==> src/rtl/hcm_row_reader_if.sv <==
`default_nettype none
// ============================================================================
// hcm_row_reader_if : HCM read port plus row output stream of hcm_row_reader
// Rev 1.0
// ============================================================================
interface hcm_row_reader_if #(
  parameter int ROWINDEXBITS_HCM = 16,
  parameter int NCOLS_HCM        = 16
);
  logic                        readRow;
  logic [ROWINDEXBITS_HCM-1:0] inputRowToRead;
  logic                        hcmBusy;
  logic [ROWINDEXBITS_HCM-1:0] rowPassed;
  logic [NCOLS_HCM-1:0]        rowReadOutput;
  logic                        outValid;
  logic                        outReady;
  logic [ROWINDEXBITS_HCM-1:0] outRow;
  logic [NCOLS_HCM-1:0]        outData;

  modport master (
    output readRow, inputRowToRead, outValid, outRow, outData,
    input  hcmBusy, rowPassed, rowReadOutput, outReady
  );

  modport slave (
    input  readRow, inputRowToRead, outValid, outRow, outData,
    output hcmBusy, rowPassed, rowReadOutput, outReady
  );
endinterface
`default_nettype wire

==> src/rtl/hcm_row_reader.sv <==
`default_nettype none
// ============================================================================
// hcm_row_reader : scans an HCM row range, buffers returned rows, streams them
// Optional macro HCM_READER_SKIP_EMPTY_EN drops all-zero rows.   Rev 1.0
// ============================================================================
module hcm_row_reader #(
  parameter int ROWINDEXBITS_HCM = 16,
  parameter int NCOLS_HCM        = 16,
  parameter int NROWS_HCM        = 65536,
  parameter int READ_LATENCY     = 2,
  parameter int FIFO_DEPTH       = 8
) (
  input  logic                        clk,
  input  logic                        reset,
  input  logic                        start,
  input  logic [ROWINDEXBITS_HCM-1:0] firstRow,
  input  logic [ROWINDEXBITS_HCM-1:0] lastRow,
  output logic                        busy,
  output logic                        done,
  output logic                        addrError,
  hcm_row_reader_if.master            bus
);
  localparam int PTR_W = $clog2(FIFO_DEPTH);
  localparam int CNT_W = PTR_W + 1;
  localparam int INF_W = $clog2(READ_LATENCY + 1);
  localparam int SUM_W = $clog2(FIFO_DEPTH + READ_LATENCY + 1) + 1;
  localparam logic [ROWINDEXBITS_HCM-1:0] WRAP_ROW = ROWINDEXBITS_HCM'(NROWS_HCM - 1);

  typedef enum logic [1:0] {
    IDLE  = 2'd0,
    ISSUE = 2'd1,
    DRAIN = 2'd2,
    DONE  = 2'd3
  } state_t;

  state_t state, state_nxt;

  logic [ROWINDEXBITS_HCM-1:0] cur_row;
  logic [ROWINDEXBITS_HCM-1:0] last_row;
  logic                        issue;
  logic                        credit_ok;
  logic [INF_W-1:0]            in_flight;

  logic                        tag_vld [READ_LATENCY];
  logic [ROWINDEXBITS_HCM-1:0] tag_row [READ_LATENCY];
  logic                        capture;
  logic [ROWINDEXBITS_HCM-1:0] cap_row;

  logic [ROWINDEXBITS_HCM-1:0] mem_row  [FIFO_DEPTH];
  logic [NCOLS_HCM-1:0]        mem_data [FIFO_DEPTH];
  logic [PTR_W-1:0]            wr_ptr;
  logic [PTR_W-1:0]            rd_ptr;
  logic [CNT_W-1:0]            fifo_count;
  logic                        fifo_valid;
  logic                        push;
  logic                        pop;

  // In-flight reads hold a FIFO slot, so the buffer cannot overflow under stall.
  assign credit_ok = (SUM_W'(fifo_count) + SUM_W'(in_flight)) < SUM_W'(FIFO_DEPTH);

  always_ff @(posedge clk) begin
    if (!reset) begin
      state <= IDLE;
    end else begin
      state <= state_nxt;
    end
  end

  always_comb begin
    state_nxt = state;
    issue     = 1'b0;
    busy      = 1'b0;
    done      = 1'b0;
    case (state)
      IDLE: begin
        if (start) state_nxt = ISSUE;
      end
      ISSUE: begin
        busy = 1'b1;
        if (!bus.hcmBusy && credit_ok) begin
          issue = 1'b1;
          if (cur_row == last_row) state_nxt = DRAIN;
        end
      end
      DRAIN: begin
        busy = 1'b1;
        if (in_flight == '0 && fifo_count == '0) state_nxt = DONE;
      end
      DONE: begin
        done      = 1'b1;
        state_nxt = IDLE;
      end
      default: state_nxt = IDLE;
    endcase
  end

  assign bus.readRow        = issue;
  assign bus.inputRowToRead = cur_row;

  always_ff @(posedge clk) begin
    if (!reset) begin
      cur_row  <= '0;
      last_row <= '0;
    end else if (state == IDLE && start) begin
      cur_row  <= firstRow;
      last_row <= lastRow;
    end else if (issue) begin
      cur_row <= (cur_row == WRAP_ROW) ? '0 : cur_row + 1'b1;
    end
  end

  // The tag pipeline mirrors the HCM latency so the issued row meets its data.
  always_ff @(posedge clk) begin
    if (!reset) begin
      for (int i = 0; i < READ_LATENCY; i++) begin
        tag_vld[i] <= 1'b0;
        tag_row[i] <= '0;
      end
    end else begin
      tag_vld[0] <= issue;
      tag_row[0] <= cur_row;
      for (int i = 1; i < READ_LATENCY; i++) begin
        tag_vld[i] <= tag_vld[i-1];
        tag_row[i] <= tag_row[i-1];
      end
    end
  end

  assign capture = tag_vld[READ_LATENCY-1];
  assign cap_row = tag_row[READ_LATENCY-1];

`ifdef HCM_READER_SKIP_EMPTY_EN
  assign push = capture && (bus.rowReadOutput != '0);
`else
  assign push = capture;
`endif

  always_ff @(posedge clk) begin
    if (!reset) begin
      in_flight <= '0;
    end else begin
      case ({issue, capture})
        2'b10:   in_flight <= in_flight + 1'b1;
        2'b01:   in_flight <= in_flight - 1'b1;
        default: in_flight <= in_flight;
      endcase
    end
  end

  always_ff @(posedge clk) begin
    if (!reset) begin
      addrError <= 1'b0;
    end else if (capture && (bus.rowPassed != cap_row)) begin
      addrError <= 1'b1;
    end
  end

  assign fifo_valid = (fifo_count != '0);
  assign pop        = fifo_valid && bus.outReady;

  always_ff @(posedge clk) begin
    if (push) begin
      mem_row[wr_ptr]  <= cap_row;
      mem_data[wr_ptr] <= bus.rowReadOutput;
    end
  end

  always_ff @(posedge clk) begin
    if (!reset) begin
      wr_ptr     <= '0;
      rd_ptr     <= '0;
      fifo_count <= '0;
    end else begin
      if (push) wr_ptr <= wr_ptr + 1'b1;
      if (pop)  rd_ptr <= rd_ptr + 1'b1;
      case ({push, pop})
        2'b10:   fifo_count <= fifo_count + 1'b1;
        2'b01:   fifo_count <= fifo_count - 1'b1;
        default: fifo_count <= fifo_count;
      endcase
    end
  end

  assign bus.outValid = fifo_valid;
  assign bus.outRow   = fifo_valid ? mem_row[rd_ptr]  : '0;
  assign bus.outData  = fifo_valid ? mem_data[rd_ptr] : '0;

endmodule
`default_nettype wire

==> src/flat_wrapper.sv <==
// flat-port wrapper written by rule: the top's interface ports become plain ports
module hcm_row_reader_flat 
#(
  parameter int ROWINDEXBITS_HCM = 16,
  parameter int NCOLS_HCM        = 16,
  parameter int NROWS_HCM        = 65536,
  parameter int READ_LATENCY     = 2,
  parameter int FIFO_DEPTH       = 8
)
  (clk, reset, start, firstRow, lastRow, busy, done, addrError, bus_readRow, bus_inputRowToRead, bus_outValid, bus_outRow, bus_outData, bus_hcmBusy, bus_rowPassed, bus_rowReadOutput, bus_outReady);
  hcm_row_reader_if #(.ROWINDEXBITS_HCM(ROWINDEXBITS_HCM), .NCOLS_HCM(NCOLS_HCM)) bus_i ();
  input  logic clk;
  input  logic reset;
  input  logic start;
  input  logic [ROWINDEXBITS_HCM-1:0] firstRow;
  input  logic [ROWINDEXBITS_HCM-1:0] lastRow;
  output logic busy;
  output logic done;
  output logic addrError;
  output wire logic [$bits(bus_i.readRow)-1:0] bus_readRow;
  output wire logic [$bits(bus_i.inputRowToRead)-1:0] bus_inputRowToRead;
  output wire logic [$bits(bus_i.outValid)-1:0] bus_outValid;
  output wire logic [$bits(bus_i.outRow)-1:0] bus_outRow;
  output wire logic [$bits(bus_i.outData)-1:0] bus_outData;
  input wire logic [$bits(bus_i.hcmBusy)-1:0] bus_hcmBusy;
  input wire logic [$bits(bus_i.rowPassed)-1:0] bus_rowPassed;
  input wire logic [$bits(bus_i.rowReadOutput)-1:0] bus_rowReadOutput;
  input wire logic [$bits(bus_i.outReady)-1:0] bus_outReady;
  assign bus_readRow = bus_i.readRow;
  assign bus_inputRowToRead = bus_i.inputRowToRead;
  assign bus_outValid = bus_i.outValid;
  assign bus_outRow = bus_i.outRow;
  assign bus_outData = bus_i.outData;
  assign bus_i.hcmBusy = bus_hcmBusy;
  assign bus_i.rowPassed = bus_rowPassed;
  assign bus_i.rowReadOutput = bus_rowReadOutput;
  assign bus_i.outReady = bus_outReady;
  hcm_row_reader #(.ROWINDEXBITS_HCM(ROWINDEXBITS_HCM), .NCOLS_HCM(NCOLS_HCM), .NROWS_HCM(NROWS_HCM), .READ_LATENCY(READ_LATENCY), .FIFO_DEPTH(FIFO_DEPTH)) u_core (.clk(clk), .reset(reset), .start(start), .firstRow(firstRow), .lastRow(lastRow), .busy(busy), .done(done), .addrError(addrError), .bus(bus_i));
endmodule
==> config.mk <==
export PLATFORM = sky130hd
export DESIGN_NAME = hcm_row_reader_flat
export DESIGN_NICKNAME = d
export VERILOG_FILES = /design/src/rtl/hcm_row_reader_if.sv /design/src/rtl/hcm_row_reader.sv /design/src/flat_wrapper.sv
export SDC_FILE = /design/constraint.sdc
export NUM_CORES = 1
export LEC_CHECK = 0
export CORE_UTILIZATION = 30
export DETAILED_ROUTE_END_ITERATION = 8
export PLACE_DENSITY = 0.57
export SLEW_MARGIN = 20
export SYNTH_ARGS = -nofsm -noshare
export SYNTH_HDL_FRONTEND = slang
export SYNTH_SLANG_ARGS = --single-unit
==> constraint.sdc <==
create_clock -name clk -period 5.58 [get_ports clk]
set_clock_uncertainty 0.05 [all_clocks]
set_input_delay 1.674 -clock clk [delete_from_list [all_inputs] [get_ports clk]]
set_output_delay 1.674 -clock clk [all_outputs]
set_load 0.02 [all_outputs]
=== After elaboration in Yosys (flattened, before gate mapping) ===
Memories as Yosys holds them, arrays and structs flattened. A register that Yosys moved wholly into a read port is not among the register bits.
Cells that the tools add are included.

* $add $sub $neg: 8
* $mul: 0
* Div/mod/pow operators: 0
* Magnitude comparators: 1
* Eq/ne operators: 14
* Shift operators: 0
* Muxes and demuxes: 28
* Bitwise logic cells: 4
* Reductions and logical operators: 15

{| class="wikitable"
|+ Operator list
! kind !! count
|-
| 16-bit two-way mux || 7
|-
| 16-bit by 1-bit adder with 16-bit output, second input constant || 1
|-
| 16-bit equality test || 1
|-
| 16-bit equality test, second input constant || 1
|-
| 16-bit != test || 1
|-
| 3-bit two-way mux || 4
|-
| 1-bit two-way mux || 10
|-
| 2-bit equality test, second input constant || 4
|-
| 2-bit two-way mux || 4
|-
| 2-bit one-hot mux with 4 select lines || 1
|-
| 4-bit one-hot mux with 2 select lines || 1
|-
| 3-bit by 1-bit adder with 3-bit output, second input constant || 2
|-
| 2-bit by 1-bit equality test with 1-bit output, second input constant || 3
|-
| 2-bit by 1-bit != test with 1-bit output, second input constant || 3
|-
| 2-bit nonzero test || 3
|-
| 4-bit by 2-bit adder with 5-bit output || 1
|-
| 1-bit logical AND || 5
|-
| 5-bit by 4-bit < comparator with 1-bit output, second input constant || 1
|-
| 4-bit by 1-bit adder with 4-bit output, second input constant || 1
|-
| 2-bit logical NOT || 2
|-
| 4-bit logical NOT || 1
|-
| 1-bit bitwise OR || 4
|-
| 2-bit one-hot mux with 2 select lines || 1
|-
| 4-bit AND reduction || 1
|-
| 7 further kinds || 7
|}

* Flip-flop bits (word level): 47
* Latch bits: 0
* Memory bits (writable): 290
* Memory bits (read-only): 0
* Input port bits: 69
* Memories kept: 4

{| class="wikitable"
|+ Memories
! name !! words !! width !! read ports !! clocked after memory_dff !! write ports !! line !! text
|-
| u_core.mem_data || 8 || 16 || 1 || 1 || 1 || hcm_row_reader.sv:50 || <nowiki>logic [NCOLS_HCM-1:0] mem_data [FIFO_DEPTH];</nowiki>
|-
| u_core.mem_row || 8 || 16 || 1 || 1 || 1 || hcm_row_reader.sv:49 || <nowiki>logic [ROWINDEXBITS_HCM-1:0] mem_row [FIFO_DEPTH];</nowiki>
|-
| u_core.tag_row || 2 || 16 || 2 || 0 || 2 || hcm_row_reader.sv:45 || <nowiki>logic [ROWINDEXBITS_HCM-1:0] tag_row [READ_LATENCY];</nowiki>
|-
| u_core.tag_vld || 2 || 1 || 2 || 0 || 2 || hcm_row_reader.sv:44 || <nowiki>logic tag_vld [READ_LATENCY];</nowiki>
|}

=== Longest topological paths before layout ===
* Depth after elaboration: 7
* Depth in mapped cells: 11
* Gate-level depth less buffers: 10

=== Worst setup path before layout ===
Ideal clock, no wire load.

* Kind: input -> output
* Start point: in bus_hcmBusy
* End point: out bus_readRow
* Data arrival time: 2.353 ns
* Required time: 3.856 ns
* Setup slack: 1.503 ns
* Stages on the path: 3
* Buffers on the path: 0
* Path through: a211oi_1 -> nand3_1 -> inv_2

* Cells in the longest elaborated chain, start to end: 4

{| class="wikitable"
|+ Ends and longest elaborated chain
! element !! line !! text
|-
| start: declaration || flat_wrapper.sv:25 || <nowiki>input wire logic [$bits(bus_i.hcmBusy)-1:0] bus_hcmBusy;</nowiki>
|-
| 1-bit logical NOT || hcm_row_reader.sv:80 || <nowiki>if (!bus.hcmBusy && credit_ok) begin</nowiki>
|-
| 1-bit logical AND || hcm_row_reader.sv:80 ||
|-
| 1-bit two-way mux || hcm_row_reader.sv:80 ||
|-
| 1-bit two-way mux || hcm_row_reader.sv:74 || <nowiki>case (state)</nowiki>
|-
| end: declaration || flat_wrapper.sv:20 || <nowiki>output wire logic [$bits(bus_i.readRow)-1:0] bus_readRow;</nowiki>
|}

Every way passes these cells.

=== Final worst setup path ===
Same ends and word-level chain as after synthesis.

==> impl_metrics.ini <==
[sta]
setup_viol_count_final = 0
drv_slew = 0
rsz0062_at_grt = no
relSlewSlack_pct = 32.1
setup-tns-final_ns = 0
worstMarginPinSlew_ns = 1.02
period_needed_ns = 5.12
hold_viol = 0
fin_crit_sh_pct = 91.7
fmax_mhz = 195

[finish]
syn2layout_area_growth_pct = 23.5
fin_area_um2 = 16500
layout-drive-gt1-share_pct = 15.4
fillers = 4095
regArea_um2 = 9380
nNetsFinal = 1036
multi_input_comb_area_um2 = 3820

[place]
portBuffers = 121
gp_congestion = 0.790
dpl_cell_area_um2 = 15300
dp_hpwl_mm = 17.5

[floorplan]
placementRows = 76
pin_count = 122
initial_utilization_pct = 30.7
die_h_um = 213
dieArea_um2 = 45300
die_w_um = 213
core_um2 = 43500

[detailed_routing]
drtIter0Drc = 429
wl_per_cell_um = 18.7
ant_nets = 0
vias_per_cell = 4.62
routed-via-count = 7253
drt-total-wl_mm = 29.4
drcViolationCount = 0
drt-pass1-iter-count = 5

[run]
cap_violations = 0

[synth]
synth_area_leaders = edfxtp_1 58%, dfxtp_1 13%, mux4_2 11%, mux2i_1 2.6%, nor2_1 1.8%
synth_simple_gate_area_share_pct = 6.96
yosys.area.top_type_share_pct = 57.6
syn_area_um2 = 13300
synth_top_area_cell = edfxtp_1
synth_top_family_by_area = multiplexers
yosysMostFrequentCell = edfxtp_1
postSynthAreaPerCell_um2 = 16.3
synth_xor_area_share_pct = 3.09
synth_cells = 819
synth-edff-count = 256
synth_seq_cells = 340
synth_compound_area_share_pct = 3.39
yosys_warnings = 0
synth_common_cells = 256 x edfxtp_1, 84 x dfxtp_1, 64 x mux4_2
yosys.area_share.adder_pct = 1.37
ys_seq_area_share_pct = 70.3
syn-num-nets = 902
synthArstFlopShare_pct = 0
synth.distinct_cells = 38
synthMuxAreaShare_pct = 13.4
synthFlopType = edfxtp_1

[cts]
clk_path_buf_depth = 3
cts.sinks = 340
cts-root-buf = clkbuf_16
cts-buffers-inserted = 36
worst_skew_pair.late_latency_ns = 0.51
cts_resized = 0
post-cts-setup-buffer-count = 0
hold_buffers = 0
cts_tree = built
h-tree-depth = 2
clk_pin_slew_ns = 0.06

[status]
outcome = complete, no violations

[global_routing]
grt_pass1_wl_mm = 44.9
busiest_layer = met2
grt_use_met3_pct = 4.03
grt_antenna_before_repair = 9
grt_use_met2_pct = 20.6
gr-total-overflow = 0
use_met1_pct = 17.8
track_usage_pct = 13.2
grt_max_degree = 51
grt_pass1_vias = 7527

[power_and_ir_drop]
power_leakage_uw = 0.00523
powerDensity_nw_per_um2 = 384
ir_worst_vdd_mv = 0.196

[worst_setup_path]
crit_required_ns = 3.86
end_kind = output pin
critical_path_class = in2out
worst-r2r-setup-slack_ns = 2.93
start_kind = input port
arrival_ns = 3.39
critPathMaxFanout = 9

[min_path]
hp-class = reg2reg
==> placed cells by master, fill, tap and decap left out, drive strengths merged, types with 2 or more instances in the layout <==
| master | count |
|---|---|
| o21ai | 23 |
| xor2 | 27 |
| diode | 3 |
| clkdlybuf4s50 | 121 |
| or3 | 3 |
| a21oi | 38 |
| ha | 13 |
| nand3 | 11 |
| inv | 14 |
| mux2i | 34 |
| nand3b | 2 |
| buf | 17 |
| and2 | 35 |
| a31oi | 6 |
| nand2 | 44 |
| xnor2 | 20 |
| clkinv | 12 |
| nor4 | 7 |
| a21o | 3 |
| mux4 | 64 |
| nor2 | 63 |
| dfxtp | 84 |
| a221oi | 3 |
| clkbuf | 49 |
| nand4 | 12 |
| edfxtp | 256 |
| or4 | 2 |
| nand2b | 3 |
| nor3 | 6 |
==> logic make-up (layout without fill, tap and decap cells) <==
kind of cell	count (synthesis)	in the layout
multiplexers	98	98
adder cells (fa/ha/maj)	14	14
AND/OR/NAND/NOR	189	189
XOR/XNOR	47	47
AO/OA/AOI/OAI	78	78
buffers and inverters	53	215
flip-flops	340	340
other	0	3
==> state kept, by name (all words and copies together), names as in the netlist, named ones only <==
| register | flops |
|---|---|
| u_core.wr_ptr | 3 |
| u_core.bus.inputRowToRead | 16 |
| u_core.rd_ptr | 3 |
| u_core.tag_row | 32 |
| u_core.addrError | 1 |
| u_core.mem_row | 128 |
| u_core.state | 2 |
| u_core.mem_data | 128 |
| u_core.in_flight | 2 |
| u_core.tag_vld | 2 |
| u_core.last_row | 16 |
| u_core.fifo_count | 4 |
==> layout make-up <==
class,instances,share of cell area (%)
Sequential cell,340,56.9
Antenna cell,3,0.0456
Inverter,11,0.251
Clock inverter,17,0.722
Timing Repair Buffer,138,8.36
Multi-Input combinational cell,426,23.2
Tap cell,585,4.44
Clock buffer,49,6.09
==> stage by stage <==
| step | power (uW) | setup WS, ns | utilization (%) | instances | hold slack, ns |
|---|---|---|---|---|---|
| 6_report | 6330 | 0.464 | 37.9 | 1569 | 0.373 |
| 5_1_grt | 6600 | 0.357 | 37.9 | 1567 | 0.385 |
| 4_1_cts | 6400 | 0.427 | 37.9 | 1566 | 0.373 |
| 3_5_place_dp | 4130 | 0.443 | 35.3 | 1500 | 0.363 |
| 3_3_place_gp | 4120 | 0.479 | 35.3 | 1500 | 0.362 |
| 2_1_floorplan | 3680 | 1.50 | - | 819 | 0.356 |
==> routing by layer <==
| metal | wire length (um) | vias up |
|---|---|---|
| li1 | - | 3396 |
| met1 | 13300 | 3592 |
| met2 | 13200 | 206 |
| met3 | 2280 | 47 |
| met4 | 456 | 12 |
| met5 | 88 | - |
==> where the power goes <==
group	internal (uW)	total (uW)	switching, uW
Clock	1320	2270	952
Sequential	2850	3040	191
Combinational	499	1020	517
Total	4670	6330	1660
==> critical path, cell delays in order <==
cell and delay [ns]:
clkdlybuf4s50_1 0.44, a211oi_1 0.31, nand3_1 0.16, inv_2 0.17, clkdlybuf4s50_1 0.64
==> worst paths after layout <==
| kind | from | endpoint | cells after the start |
|---|---|---|---|
| hold reg to reg | u_core.tag_row[0][14]$_SDFF_PN0_ | u_core.tag_row[0][30]$_SDFF_PN0_ | 1 |
| hold / removal | u_core.tag_row[0][14]$_SDFF_PN0_ | u_core.tag_row[0][30]$_SDFF_PN0_ | 1 |
| setup / recovery | bus_hcmBusy | bus_readRow | 5 |
| setup reg to reg | u_core.fifo_count[0]$_SDFFE_PN0P_ | u_core.fifo_count[3]$_SDFFE_PN0P_ | 10 |
Note: power is estimated with default switching activity, not from simulation.
